$ cat src/rtl/pc_seq_pkg.sv
// Shared types and default constants for the program-counter sequencer.
package pc_seq_pkg;

    typedef enum logic [1:0] {
        ST_BOOT = 2'd0,
        ST_RUN  = 2'd1,
        ST_HALT = 2'd2
    } state_e;

    localparam int unsigned PC_WIDTH_DEF     = 32;
    localparam int unsigned PC_INC_DEF       = 4;
    localparam int unsigned PC_RESET_VEC_DEF = 0;
    localparam int unsigned PC_RAS_DEPTH_DEF = 4;

endpackage

$ cat src/rtl/pc_seq_ras.sv
// Circular return-address stack: a push onto a full stack overwrites the oldest entry.
module pc_ras #(
    parameter int unsigned WIDTH     = 32,
    parameter int unsigned RAS_DEPTH = 4
) (
    input  logic             clk,
    input  logic             reset,
    input  logic             push,
    input  logic             pop,
    input  logic [WIDTH-1:0] push_data,
    output logic [WIDTH-1:0] top,
    output logic             empty,
    output logic             full
);

    localparam int unsigned PTR_W = $clog2(RAS_DEPTH);
    localparam int unsigned CNT_W = PTR_W + 1;

    logic [PTR_W-1:0] sp_q, sp_d;
    logic [CNT_W-1:0] cnt_q, cnt_d;
    logic             empty_q, empty_d;
    logic             full_q, full_d;
    logic [WIDTH-1:0] mem_q [RAS_DEPTH];

    // sp points at the next free slot; wrapping it is what discards the oldest entry.
    always_comb begin
        sp_d  = sp_q;
        cnt_d = cnt_q;
        if (push) begin
            sp_d = sp_q + PTR_W'(1);
            if (cnt_q != CNT_W'(RAS_DEPTH)) begin
                cnt_d = cnt_q + CNT_W'(1);
            end
        end else if (pop && (cnt_q != '0)) begin
            sp_d  = sp_q - PTR_W'(1);
            cnt_d = cnt_q - CNT_W'(1);
        end
        empty_d = (cnt_d == '0);
        full_d  = (cnt_d == CNT_W'(RAS_DEPTH));
    end

    always_ff @(posedge clk or posedge reset) begin
        if (reset) begin
            sp_q    <= '0;
            cnt_q   <= '0;
            empty_q <= 1'b1;
            full_q  <= 1'b0;
        end else begin
            sp_q    <= sp_d;
            cnt_q   <= cnt_d;
            empty_q <= empty_d;
            full_q  <= full_d;
        end
    end

    always_ff @(posedge clk) begin
        if (push) begin
            mem_q[sp_q] <= push_data;
        end
    end

    assign top   = mem_q[sp_q - PTR_W'(1)];
    assign empty = empty_q;
    assign full  = full_q;

endmodule

$ cat src/rtl/pc_seq.sv
// Program-counter sequencer with BOOT/RUN/HALT control.
// Return-address stack is built only when PC_SEQ_RAS_EN is defined.
module pc_seq
    import pc_seq_pkg::*;
#(
    parameter int unsigned WIDTH     = PC_WIDTH_DEF,
    parameter int unsigned INC       = PC_INC_DEF,
    parameter int unsigned RESET_VEC = PC_RESET_VEC_DEF,
    parameter int unsigned RAS_DEPTH = PC_RAS_DEPTH_DEF
) (
    input  logic             clk,
    input  logic             reset,
    input  logic             stall,
    input  logic             halt,
    input  logic             resume,
    input  logic             branch,
    input  logic [WIDTH-1:0] branch_tgt,
    input  logic             call,
    input  logic             ret,
    output logic [WIDTH-1:0] pc,
    output logic [WIDTH-1:0] pc_next_seq,
    output logic             pc_valid,
    output logic             ras_empty,
    output logic             ras_full,
    output logic             ret_miss
);

    localparam logic [WIDTH-1:0] RST_PC = WIDTH'(RESET_VEC);
    localparam logic [WIDTH-1:0] INC_W  = WIDTH'(INC);

    state_e           state_q, state_d;
    logic [WIDTH-1:0] pc_q, pc_d;

    assign pc          = pc_q;
    assign pc_next_seq = pc_q + INC_W;
    assign pc_valid    = (state_q == ST_RUN);

`ifdef PC_SEQ_RAS_EN
    logic             ras_push, ras_pop;
    logic             ret_miss_q, ret_miss_d;
    logic [WIDTH-1:0] ras_top;

    pc_ras #(.WIDTH(WIDTH), .RAS_DEPTH(RAS_DEPTH)) u_ras (
        .clk       (clk),
        .reset     (reset),
        .push      (ras_push),
        .pop       (ras_pop),
        .push_data (pc_next_seq),
        .top       (ras_top),
        .empty     (ras_empty),
        .full      (ras_full)
    );

    assign ret_miss = ret_miss_q;
`else
    logic call_unused;

    assign call_unused = call;
    assign ras_empty   = 1'b1;
    assign ras_full    = 1'b0;
    assign ret_miss    = 1'b0;
`endif

    always_comb begin
        state_d = state_q;
        pc_d    = pc_q;
`ifdef PC_SEQ_RAS_EN
        ras_push   = 1'b0;
        ras_pop    = 1'b0;
        ret_miss_d = 1'b0;
`endif
        unique case (state_q)
            ST_BOOT: state_d = ST_RUN;
            ST_RUN: begin
                if (halt) begin
                    state_d = ST_HALT;
                end else if (branch) begin
                    pc_d = branch_tgt;
`ifdef PC_SEQ_RAS_EN
                    ras_push = call;
`endif
                end else if (ret) begin
`ifdef PC_SEQ_RAS_EN
                    if (!ras_empty) begin
                        pc_d    = ras_top;
                        ras_pop = 1'b1;
                    end else begin
                        pc_d       = pc_next_seq;
                        ret_miss_d = 1'b1;
                    end
`else
                    pc_d = pc_next_seq;
`endif
                end else if (!stall) begin
                    pc_d = pc_next_seq;
                end
            end
            ST_HALT: begin
                if (resume && !halt) begin
                    state_d = ST_RUN;
                end
            end
            default: state_d = ST_BOOT;
        endcase
    end

    always_ff @(posedge clk or posedge reset) begin
        if (reset) begin
            state_q <= ST_BOOT;
            pc_q    <= RST_PC;
        end else begin
            state_q <= state_d;
            pc_q    <= pc_d;
        end
    end

`ifdef PC_SEQ_RAS_EN
    always_ff @(posedge clk or posedge reset) begin
        if (reset) begin
            ret_miss_q <= 1'b0;
        end else begin
            ret_miss_q <= ret_miss_d;
        end
    end
`endif

endmodule

$ cat config.mk
export PLATFORM = sky130hd
export DESIGN_NAME = pc_seq
export DESIGN_NICKNAME = d
export VERILOG_FILES = /design/src/rtl/pc_seq_pkg.sv /design/src/rtl/pc_seq_ras.sv /design/src/rtl/pc_seq.sv
export SDC_FILE = /design/constraint.sdc
export NUM_CORES = 1
export LEC_CHECK = 0
export ABC_CLOCK_PERIOD_IN_PS = 2600
export BUFFER_PORTS_ARGS = -buffer_cell sky130_fd_sc_hd__buf_4
export CAP_MARGIN = 20
export CORE_MARGIN = 1
export CORE_UTILIZATION = 49
export CTS_BUF_LIST = sky130_fd_sc_hd__clkbuf_4 sky130_fd_sc_hd__clkbuf_8 sky130_fd_sc_hd__clkbuf_16
export DETAILED_ROUTE_END_ITERATION = 10
export PLACE_DENSITY_LB_ADDON = 0.3
export SKIP_CTS_REPAIR_TIMING = 1
export SYNTH_ARGS = -nofsm -noshare
export SYNTH_HDL_FRONTEND = slang
export SYNTH_SLANG_ARGS = --single-unit
$ cat constraint.sdc
create_clock -name clk -period 2.6 [get_ports clk]
set_clock_uncertainty 0.15 [all_clocks]
set_input_delay 0.13 -clock clk [delete_from_list [all_inputs] [get_ports clk]]
set_output_delay 0.13 -clock clk [all_outputs]
set_load 0.02 [all_outputs]
# After elaboration in Yosys (flattened, before gate mapping)
# Index checks and enable logic that the tools add are counted.
# word_totals
register_bits	34
inputBits	40
output_inout_bits	68
word_cells	20
# classes
n_addsub	1
n_eq_ne	5
n_mux	6
bitwise	1
n_reduce_logical	5
# op_table
cell	count
$mux W32	3
$add A32 B3 Y32 const B	1
$pmux W2 S3	1
$mux W2	2
$ne A2 B2 Y1 const B	2
$ne A3 B1 Y1 const B	1
$reduce_and A3 Y1	1
$eq A2 B1 Y1 const B	1
$eq A2 B2 Y1 const B	1
$logic_not A2 Y1	1
$reduce_and A2 Y1	1
$logic_and A1 B1 Y1	1
$logic_not A1 Y1	1
$not A1 Y1	1

# Longest topological paths before layout
# depth
ltp_word	4
mapped_depth	6
ltp_nobuf	5

# Least setup slack after synthesis
# OpenSTA, ideal clock, no wires.
# synth_timing
kind	reg2out
startpoint	register pc_q[3] (netlist: pc[3])
endpoint	output port pc_next_seq[16]
arrival_ns	2.164
t_required_ns	2.320
slack_ns	0.156
stages_incl_launch_ff	7
path_buffers	1
path_cell_list	dfrtp_1 -> ha_1 -> nand3_1 -> nor4_1 -> buf_2 -> nand3_1 -> xnor2_1
# synth_between
elab_chain_len	1
# synth_lines
element	line	source
start: declaration	pc_seq.sv:32	logic [WIDTH-1:0] pc_q, pc_d;
start signal: assignment	pc_seq.sv:113	pc_q <= pc_d;
$add A32 B3 Y32	pc_seq.sv:35	assign pc_next_seq = pc_q + INC_W;
end: declaration	pc_seq.sv:21	output logic [WIDTH-1:0] pc_next_seq,
# Every way passes these cells.

# Worst setup path in the final report
# layout_timing
startpoint	register pc_q[2] (netlist: pc[2])
endpoint	output port pc_next_seq[18]
# Same word-level chain as after synthesis.

==> flow_summary.toml <==
[routing]
avgRoutedWirePerCell_um = 16.9
post-route-drc-count = 0
antenna_left = 0
wl_um = 8480
via_count = 3060
drtIter0Drc = 313
firstDrtPassIters = 5
viasPerCell = 6.10

[critical_path]
cp.arrival_ns = 2.32
cp-start-kind = "register"
worstSetupPathType = "reg2out"
required_ns = 2.32
crit_path_end_kind = "primary output"
crit_fanout = 7

[layout]
mostFrequentLayoutCells = "buf_4, dfrtp_1, nand3_1"
final_util_pct = 72.2
final_cells = 502
drive_gt1_share_pct = 33.6
num-fill-cells = 434
diodes = 0
syn_to_final_growth_pct = 40.6
final_common_cell = "buf_4"
layout.nets = 472

[timing]
maxSlewViolCount = 0
period_needed_ns = 2.60
timing.final.crit_share_pct = 100
holdWs_ns = -0.0165
final_hold_viol_count = 6
tightest_slew_ns = 0.609
max_slew_margin_pct = 59.3
setup_violations = 1
tns_ns = -0.00324
setup_slack_ns = -0.00324
max_freq_mhz = 384

[floorplan]
row_count = 26
dieArea_mm2 = 0.00568
initial_core_util_pct = 51.3
ios = 108
core_area_mm2 = 0.00514
die_x_um = 75.4
fp.dieH_um = 75.4

[pwr]
p_leak_nw = 1.60
power_density_mw_per_mm2 = 1190
ir_worst_vdd_mv = 0.689

[global_route]
grt_max_degree = 47
grt_overflow = 0
grt_pass1_vias = 2696
antenna_found_initial = 0
grt_first_pass_wirelength_um = 13000
grt_use_total_pct = 30.4

[logic_synthesis]
synth_edf_count = 0
synth.area.mux_share_pct = 1.61
synth_simple_gate_area_share_pct = 28.9
synthAdderAreaFrac_pct = 0.474
async_flop_share_pct = 100
ys_warn_count = 0
synth_cell_types = 49
synth_ff_type = "dfrtp_1"
seq_area_frac_synth_pct = 32.2
synth-seq-cells = 34
synth_compound_area_share_pct = 20.3
synth_top_family_by_area = "simple AND/OR/NAND/NOR gates"
synth_area_mm2 = 0.00264
synthCells = 327
synth-xor-area-share_pct = 8.63
syn_area_per_cell_um2 = 8.07

[clocking]
h-tree-depth = 2
clock_latency_ns = 0.29
root_buffer = "clkbuf_8"
cts_tree = "done"
cts.clk_slew.worst_paths_ns = 0.07
cts_buffer_depth = 2
cts.sinks = 34
numCtsBuffers = 5

[flow_run]
max_cap_violations = 0

[place]
pre_cts_ws_ns = 0.228
port_buffers = 103
place.gp.congestion = 0.952
place_hpwl_um = 6000
dpl.cell_count = 484

[hold_path]
hold_path.class = "in2reg"

[run_status]
violations = "hold timing, setup timing"
outcome = "complete, but fails checks"
==> critical path: stages, from the launching register on <==
cell,delay (ns)
dfrtp_1,0.44
ha_2,0.25
nand3_1,0.17
or4_4,0.52
nor2_1,0.21
xor2_1,0.24
buf_4,0.19
==> cells by family after synthesis <==
| kind of cell | count (synthesis) |
|---|---|
| mux | 4 |
| flops | 34 |
| xor+xnor | 26 |
| other cells | 2 |
| compound gates | 79 |
| simple gates | 134 |
| buf+inv | 47 |
| fa+ha+maj | 1 |
==> power breakdown <==
group / internal (mW) / total, mW / switching [mW]
logic: 1.21 / 2.72 / 1.51
registers: 0.777 / 1.27 / 0.489
clock network: 0.224 / 0.430 / 0.206
total: 2.21 / 4.41 / 2.21
==> area by class of cell <==
class                           count  area, um2  share of cell area (%)
Multi-Input combinational cell    247       1630                    44.0
Clock buffer                        7       90.1                    2.43
Timing Repair Buffer              128        986                    26.6
Tap cell                           70       87.6                    2.36
Inverter                           15       56.3                    1.52
Sequential cell                    34        853                    23.0
Clock inverter                      1       5.00                   0.135
==> flip-flops by register name (all words and copies together), names as in the netlist <==
| name | flops |
|---|---|
| pc | 32 |
| state_q | 2 |
==> path summary, 6_finish.rpt <==
kind                                        end           from  cells after the start  slack (ns)
worst max-delay path            pc_next_seq[18]          pc[2]                      6      -0.003
max in group asynchronous                pc[29]          reset                      4        1.26
worst min-delay path                      pc[6]  branch_tgt[6]                      3       -0.02
min in group asynchronous                 pc[3]          reset                      3        0.32
worst min register to register       state_q[0]     state_q[0]                      1        0.35
worst max register to register           pc[30]          pc[2]                      5        0.24
==> stage by stage <==
step                total power [mW]  cell area [um2]
global placement                3.84             3490
detailed placement              3.93             3490
finish                          4.41             3710
global route                    4.69             3710
floorplan                       2.82             2640
CTS                             4.36             3580
==> synth_stat cells (all sizes together) (12+ instances only) <==
| cell type | instances | share of area, % |
|---|---|---|
| dfrtp | 34 | 32 |
| xnor2 | 19 | 6.3 |
| o21ai | 15 | 2.8 |
| and3 | 17 | 4.0 |
| clkbuf | 22 | 3.1 |
| o311ai | 12 | 4.0 |
| nor2 | 18 | 2.6 |
| inv | 14 | 2.0 |
| a21oi | 20 | 3.8 |
| nand3 | 21 | 4.0 |
| nand2 | 17 | 2.4 |
| nand4 | 14 | 4.1 |
| nor3 | 14 | 2.7 |
==> routing by layer <==
metal	vias up	share of wire, %	track usage [%]
met3	22	9.0	4.89
met4	0	2.0	11.7
li1	1418	-	-
met5	-	0	0
met2	191	50	49.7
met1	1429	39	40.5
No activity file was read; power rests on OpenSTA's default activity.
